`config.mk`:
```
export PLATFORM = sky130hd
export DESIGN_NAME = core_port_scheduler
export DESIGN_NICKNAME = d
export VERILOG_FILES = /design/src/rtl/core_port_scheduler.sv
export SDC_FILE = /design/constraint.sdc
export NUM_CORES = 1
export LEC_CHECK = 0
export ABC_AREA = 1
export CAP_MARGIN = 20
export CORE_AREA = 2 2 76 78
export DETAILED_ROUTE_END_ITERATION = 6
export DIE_AREA = 0 0 78 80
export PLACE_DENSITY_LB_ADDON = 0.08
export SYNTH_ARGS = -nofsm -noshare
export SYNTH_HDL_FRONTEND = slang
export SYNTH_SLANG_ARGS = --single-unit
```
`constraint.sdc`:
```
create_clock -name clk -period 4.2 [get_ports clk]
set_clock_uncertainty 0.15 [all_clocks]
set_input_delay 0.84 -clock clk [delete_from_list [all_inputs] [get_ports clk]]
set_output_delay 0.84 -clock clk [all_outputs]
set_load 0.05 [all_outputs]
```
`src/rtl/core_port_scheduler.sv`:
```
// Shared parity-engine scheduler: arbitrates generator (encode) and router (decode) jobs,
// sequences start/done with timeout, counts completions. Optional macro: CORE_SCHED_WEIGHT_EN.
module core_port_scheduler #(
    parameter logic [1:0] CTRL_WORD = 2'd2,
    parameter int         GAP_CYC   = 2,
    parameter int         TIMEOUT   = 64,
    parameter int         CNT_W     = 16,
    parameter int         TX_WEIGHT = 3
) (
    input  logic             clk,
    input  logic             rst_n,
    input  logic             dg_req,
    input  logic             rx_req,
    output logic             dg_gnt,
    output logic             rx_gnt,
    output logic             eng_start,
    output logic             eng_sel,
    input  logic             eng_done,
    output logic [1:0]       ctrl_out,
    output logic             busy,
    output logic             timeout_o,
    output logic [CNT_W-1:0] tx_cnt,
    output logic [CNT_W-1:0] rx_cnt,
    output logic [1:0]       dbg_state
);

    // Handshake: dg_req/rx_req are levels held by the requester until its 1-cycle gnt;
    // eng_start is a 1-cycle pulse, eng_done a 1-cycle pulse that only counts while waiting.

    if (TIMEOUT < 2 || GAP_CYC < 0 || GAP_CYC > 15 || TX_WEIGHT < 1) begin : g_cfg_check
        $error("core_port_scheduler: illegal parameter set");
    end

    localparam int                WAIT_W    = $clog2(TIMEOUT);
    localparam logic [WAIT_W-1:0] WAIT_LAST = WAIT_W'(TIMEOUT - 1);
    localparam logic [3:0]        GAP_LAST  = (GAP_CYC > 0) ? 4'(GAP_CYC - 1) : 4'd0;

    typedef enum logic [1:0] {
        S_IDLE  = 2'd0,
        S_GRANT = 2'd1,
        S_WAIT  = 2'd2,
        S_GAP   = 2'd3
    } state_t;

    state_t            state_q, state_d;
    logic              sel_q, sel_d;
    logic [WAIT_W-1:0] wait_q, wait_d;
    logic [3:0]        gap_q, gap_d;
    logic [CNT_W-1:0]  tx_q, tx_d;
    logic [CNT_W-1:0]  rx_q, rx_d;
    logic              contended;
    logic              win_dec;
    logic              decide;

    assign contended = dg_req & rx_req;
    assign decide    = (state_q == S_IDLE) & contended;

`ifdef CORE_SCHED_WEIGHT_EN
    localparam int               WT_W     = $clog2(TX_WEIGHT + 1);
    localparam logic [WT_W-1:0]  WT_LIMIT = WT_W'(TX_WEIGHT);

    logic [WT_W-1:0] weight_q, weight_d;

    // Encode takes TX_WEIGHT contended wins, then decode takes one and the run restarts.
    assign win_dec = (weight_q == WT_LIMIT);

    always_comb begin
        weight_d = weight_q;
        if (decide) begin
            weight_d = win_dec ? '0 : weight_q + 1'b1;
        end
    end

    always_ff @(posedge clk or negedge rst_n) begin
        if (!rst_n) begin
            weight_q <= '0;
        end else begin
            weight_q <= weight_d;
        end
    end
`else
    logic sel_last_q, sel_last_d;

    // Resets to decode so that the first contended decision favours encode.
    assign win_dec = ~sel_last_q;

    always_comb begin
        sel_last_d = sel_last_q;
        if (decide) begin
            sel_last_d = win_dec;
        end
    end

    always_ff @(posedge clk or negedge rst_n) begin
        if (!rst_n) begin
            sel_last_q <= 1'b1;
        end else begin
            sel_last_q <= sel_last_d;
        end
    end
`endif

    always_comb begin
        state_d = state_q;
        sel_d   = sel_q;
        wait_d  = wait_q;
        gap_d   = gap_q;
        tx_d    = tx_q;
        rx_d    = rx_q;
        case (state_q)
            S_IDLE: begin
                if (dg_req | rx_req) begin
                    state_d = S_GRANT;
                    sel_d   = contended ? win_dec : rx_req;
                end
            end
            S_GRANT: begin
                state_d = S_WAIT;
                wait_d  = '0;
            end
            S_WAIT: begin
                // A done on the final wait cycle still completes the job.
                if (eng_done) begin
                    if (sel_q) begin
                        if (rx_q != '1) rx_d = rx_q + 1'b1;
                    end else begin
                        if (tx_q != '1) tx_d = tx_q + 1'b1;
                    end
                    state_d = (GAP_CYC > 0) ? S_GAP : S_IDLE;
                    gap_d   = '0;
                end else if (wait_q == WAIT_LAST) begin
                    state_d = S_IDLE;
                end else begin
                    wait_d = wait_q + 1'b1;
                end
            end
            S_GAP: begin
                if (gap_q == GAP_LAST) begin
                    state_d = S_IDLE;
                end else begin
                    gap_d = gap_q + 1'b1;
                end
            end
            default: state_d = S_IDLE;
        endcase
    end

    always_ff @(posedge clk or negedge rst_n) begin
        if (!rst_n) begin
            state_q <= S_IDLE;
            sel_q   <= 1'b0;
            wait_q  <= '0;
            gap_q   <= '0;
            tx_q    <= '0;
            rx_q    <= '0;
        end else begin
            state_q <= state_d;
            sel_q   <= sel_d;
            wait_q  <= wait_d;
            gap_q   <= gap_d;
            tx_q    <= tx_d;
            rx_q    <= rx_d;
        end
    end

    assign busy      = (state_q != S_IDLE);
    assign eng_start = (state_q == S_GRANT);
    assign dg_gnt    = eng_start & ~sel_q;
    assign rx_gnt    = eng_start & sel_q;
    assign eng_sel   = sel_q;
    assign ctrl_out  = (((state_q == S_GRANT) || (state_q == S_WAIT)) && !sel_q) ? CTRL_WORD : 2'd0;
    // Flags the last wait cycle only when the engine has not answered in it.
    assign timeout_o = (state_q == S_WAIT) && (wait_q == WAIT_LAST) && !eng_done;
    assign tx_cnt    = tx_q;
    assign rx_cnt    = rx_q;
    assign dbg_state = state_q;

endmodule

```
==> results.tsv <==
metric	value	unit
outcome	complete, no violations	
first-pass GRT wire length	10500	µm
H-tree depth	2	
min cycle time layout	3.35	ns
crit-path max FO	5	
critical path type	in2out	
die area	0.00624	mm²
HPWL Detailed	4300	µm
sequential area share after synthesis	0.401	
setup ws final	0.850	ns
Skew-Pair Late Insertion Delay	0.30	ns
proportion of layout cells with a drive suffix above 1	0.0532	
synthesis-to-layout area growth	20.6	%
Reg power frac	0.386	
CP startpoint kind	primary input	
post-synth net total	416	
post-placement cell area	0.00337	mm²
vias	2574	
Multi-input gate area	0.00152	mm²
hold_buf cts	0	
unrepaired setup endpoints after global routing	no	
maximum VDD drop	0.308	mV
Tcrit/Tclk final	0.798	
post-synthesis instance area	0.00288	mm²
IO Port Bufs	45	
Reg area	0.00115	mm²
YS warnings	0	
Hold Violations, Final	0	
CP max stage cell	clkdlybuf4s50_1	
#FFs+latches synth	46	
core area	0.00541	mm²
commonest non-fill, non-tap cell in the layout	nand2_1	
Antenna Cells	0	
detailed-route wire length per cell	11.2	µm
CTS sink cnt	46	
chip height	80	µm
starting density of the core	0.532	
slowest cell delay on critical path	0.84	ns
Core Util, Final	0.642	
Root Driver	clkbuf_8	
Psw	0.674	mW
Achievable Freq	0.298	GHz
largest net degree at the start of global routing	47	
Worst slew margin	0.583	
number of buffers created by CTS	5	
HP Class	in2async	
routability congestion estimate from global placement	0.851	
Site Rows	27	
Place WS	0.862	ns
Cells after DPL	515	
TritonRoute pass-1 iters	4	
Die X	78	µm
endpoints failing setup	0	
I/O pins	47	
switching power as a share of total power	0.451	
total design power	1.49	mW
CP cell instances	clkdlybuf4s50_1, nor3_1, clkdlybuf4s50_1	
Pint	0.819	mW
Max Root-Sink Buffers	2	
Slew Limit Fails	0	
Power Dens Cells	430	mW/mm²
Avg Cell Area, Syn	7.15	µm²
Crit path required time	3.21	ns
vias in the first global route	2445	
total wire length	5880	µm
fin nets	465	
most frequent cells in the layout	161 x nand2_1, 45 x dfrtp_1, 44 x clkdlybuf4s50_1, 42 x nor2_1, 41 x inv_1	
cell accounting for the most synthesized area	dfrtp_1	
gr usage total	0.213	
CP most frequent cell	clkdlybuf4s50_1	
Iter 0 DRT Violations	75	
vias per cell	4.92	
Clock transition at path regs	0.09	ns
Yosys cell types	29	
Comb power frac	0.442	
DRT antenna net count	0	
Syn Inst Count	402	
post-CTS sizing	0	
Clock power frac	0.172	
top post-synthesis cells by area	dfrtp_1 39%, nand2_1 21%, nor2_1 5.5%, inv_1 5.4%, nand3_1 4.5%	
CTS tree	done	
Critical Path Sink Type	primary output	
worst hold margin	0.209	ns
setup TNS	0	ns
Worst EP arrival	2.36	ns
Post-CTS Setup Bufs	0	
initial antenna violation count	0	
Non-Filler Instances	523	
max_cap viols	0	
Final Cell Area	0.00347	mm²
leakage power	1.60	nW
DR DRC count	0	
slew at the pin closest to its max-slew limit	0.625	ns
total grt overflow	0	
# fillers	512	
post-synth top area share	0.392	
registers in the layout, summed over array words and instances (netlist names):
| signal | flops |
|---|---|
| sel_last_q | 1 |
| tx_cnt | 16 |
| eng_sel | 1 |
| gap_q | 4 |
| dbg_state | 2 |
| rx_cnt | 16 |
| wait_q | 6 |
kinds of logic (layout without fill, tap and decap cells):
family / count (synthesis) / after routing / share of synthesized area
simple gates: 258 / 258 / 0.390
flops: 46 / 46 / 0.401
buf+inv: 46 / 95 / 0.0701
compound gates: 24 / 24 / 0.0440
xor+xnor: 18 / 18 / 0.0548
fa+ha+maj: 9 / 9 / 0.0392
other cells: 1 / 1 / 0.00130
per-layer routing:
| metal | track usage | share of wire | vias up |
|---|---|---|---|
| met5 | 0 | 0 | - |
| met4 | 0.0807 | 0.018 | 0 |
| met3 | 0.0441 | 0.028 | 9 |
| met2 | 0.365 | 0.47 | 50 |
| met1 | 0.264 | 0.49 | 1161 |
| li1 | - | - | 1354 |
cells in the mapped netlist:
| master | count |
|---|---|
| xnor2_1 | 13 |
| a21oi_1 | 6 |
| o21ai_1 | 1 |
| nand2_8 | 1 |
| nor2_1 | 42 |
| dfrtp_1 | 45 |
| xor2_1 | 5 |
| o21bai_1 | 1 |
| buf_6 | 3 |
| nand2_4 | 2 |
| nand2_1 | 161 |
| buf_4 | 1 |
| nand4_1 | 14 |
| nand2_2 | 1 |
| o21ai_0 | 15 |
| nor3_1 | 2 |
| nand3_1 | 26 |
| nand3_4 | 1 |
| nor3_4 | 1 |
| inv_4 | 1 |
| and2_1 | 1 |
| o21ai_2 | 1 |
| or2_2 | 2 |
| nor2_2 | 3 |
| conb_1 | 1 |
| dfstp_2 | 1 |
| nor2_4 | 1 |
| inv_1 | 41 |
| ha_1 | 9 |
layout make-up:
| cell class | instances | share of cell area |
|---|---|---|
| multi-input combinational | 310 | 0.439 |
| sequential | 46 | 0.332 |
| timing repair buffer | 46 | 0.134 |
| inverter | 42 | 0.0462 |
| tap | 72 | 0.0260 |
| clock buffer | 5 | 0.0198 |
| clock inverter | 2 | 0.00289 |
path summary, 6_finish.rpt:
| path | cells after the start | slack, ns | from | end |
|---|---|---|---|---|
| worst max-delay path | 3 | 0.85 | eng_done | timeout_o |
| worst min register to register | 2 | 0.36 | wait_q[1] | wait_q[1] |
| max in group asynchronous | 2 | 3.18 | rst_n | sel_last_q |
| min in group clk | 2 | 0.36 | wait_q[1] | wait_q[1] |
| worst min-delay path | 1 | 0.21 | rst_n | rx_cnt[4] |
| worst max register to register | 8 | 2.10 | dbg_state[0] | tx_cnt[11] |
power by group through the flow:
| stage | Combinational, mW | Clock, mW | Sequential [mW] |
|---|---|---|---|
| after global routing | 0.721 | 0.288 | 0.588 |
| final | 0.659 | 0.257 | 0.576 |
| after floorplan | 0.342 | 0 | 0.703 |
| after detailed placement | 0.662 | 0 | 0.584 |
| after global placement | 0.653 | 0 | 0.581 |
| after CTS | 0.664 | 0.268 | 0.575 |
critical path: cells and delay by family:
family        cells  cell delay (ns)
simple gates      1             0.21
buf+inv           2             1.31
Note: power is estimated with default switching activity, not from simulation.
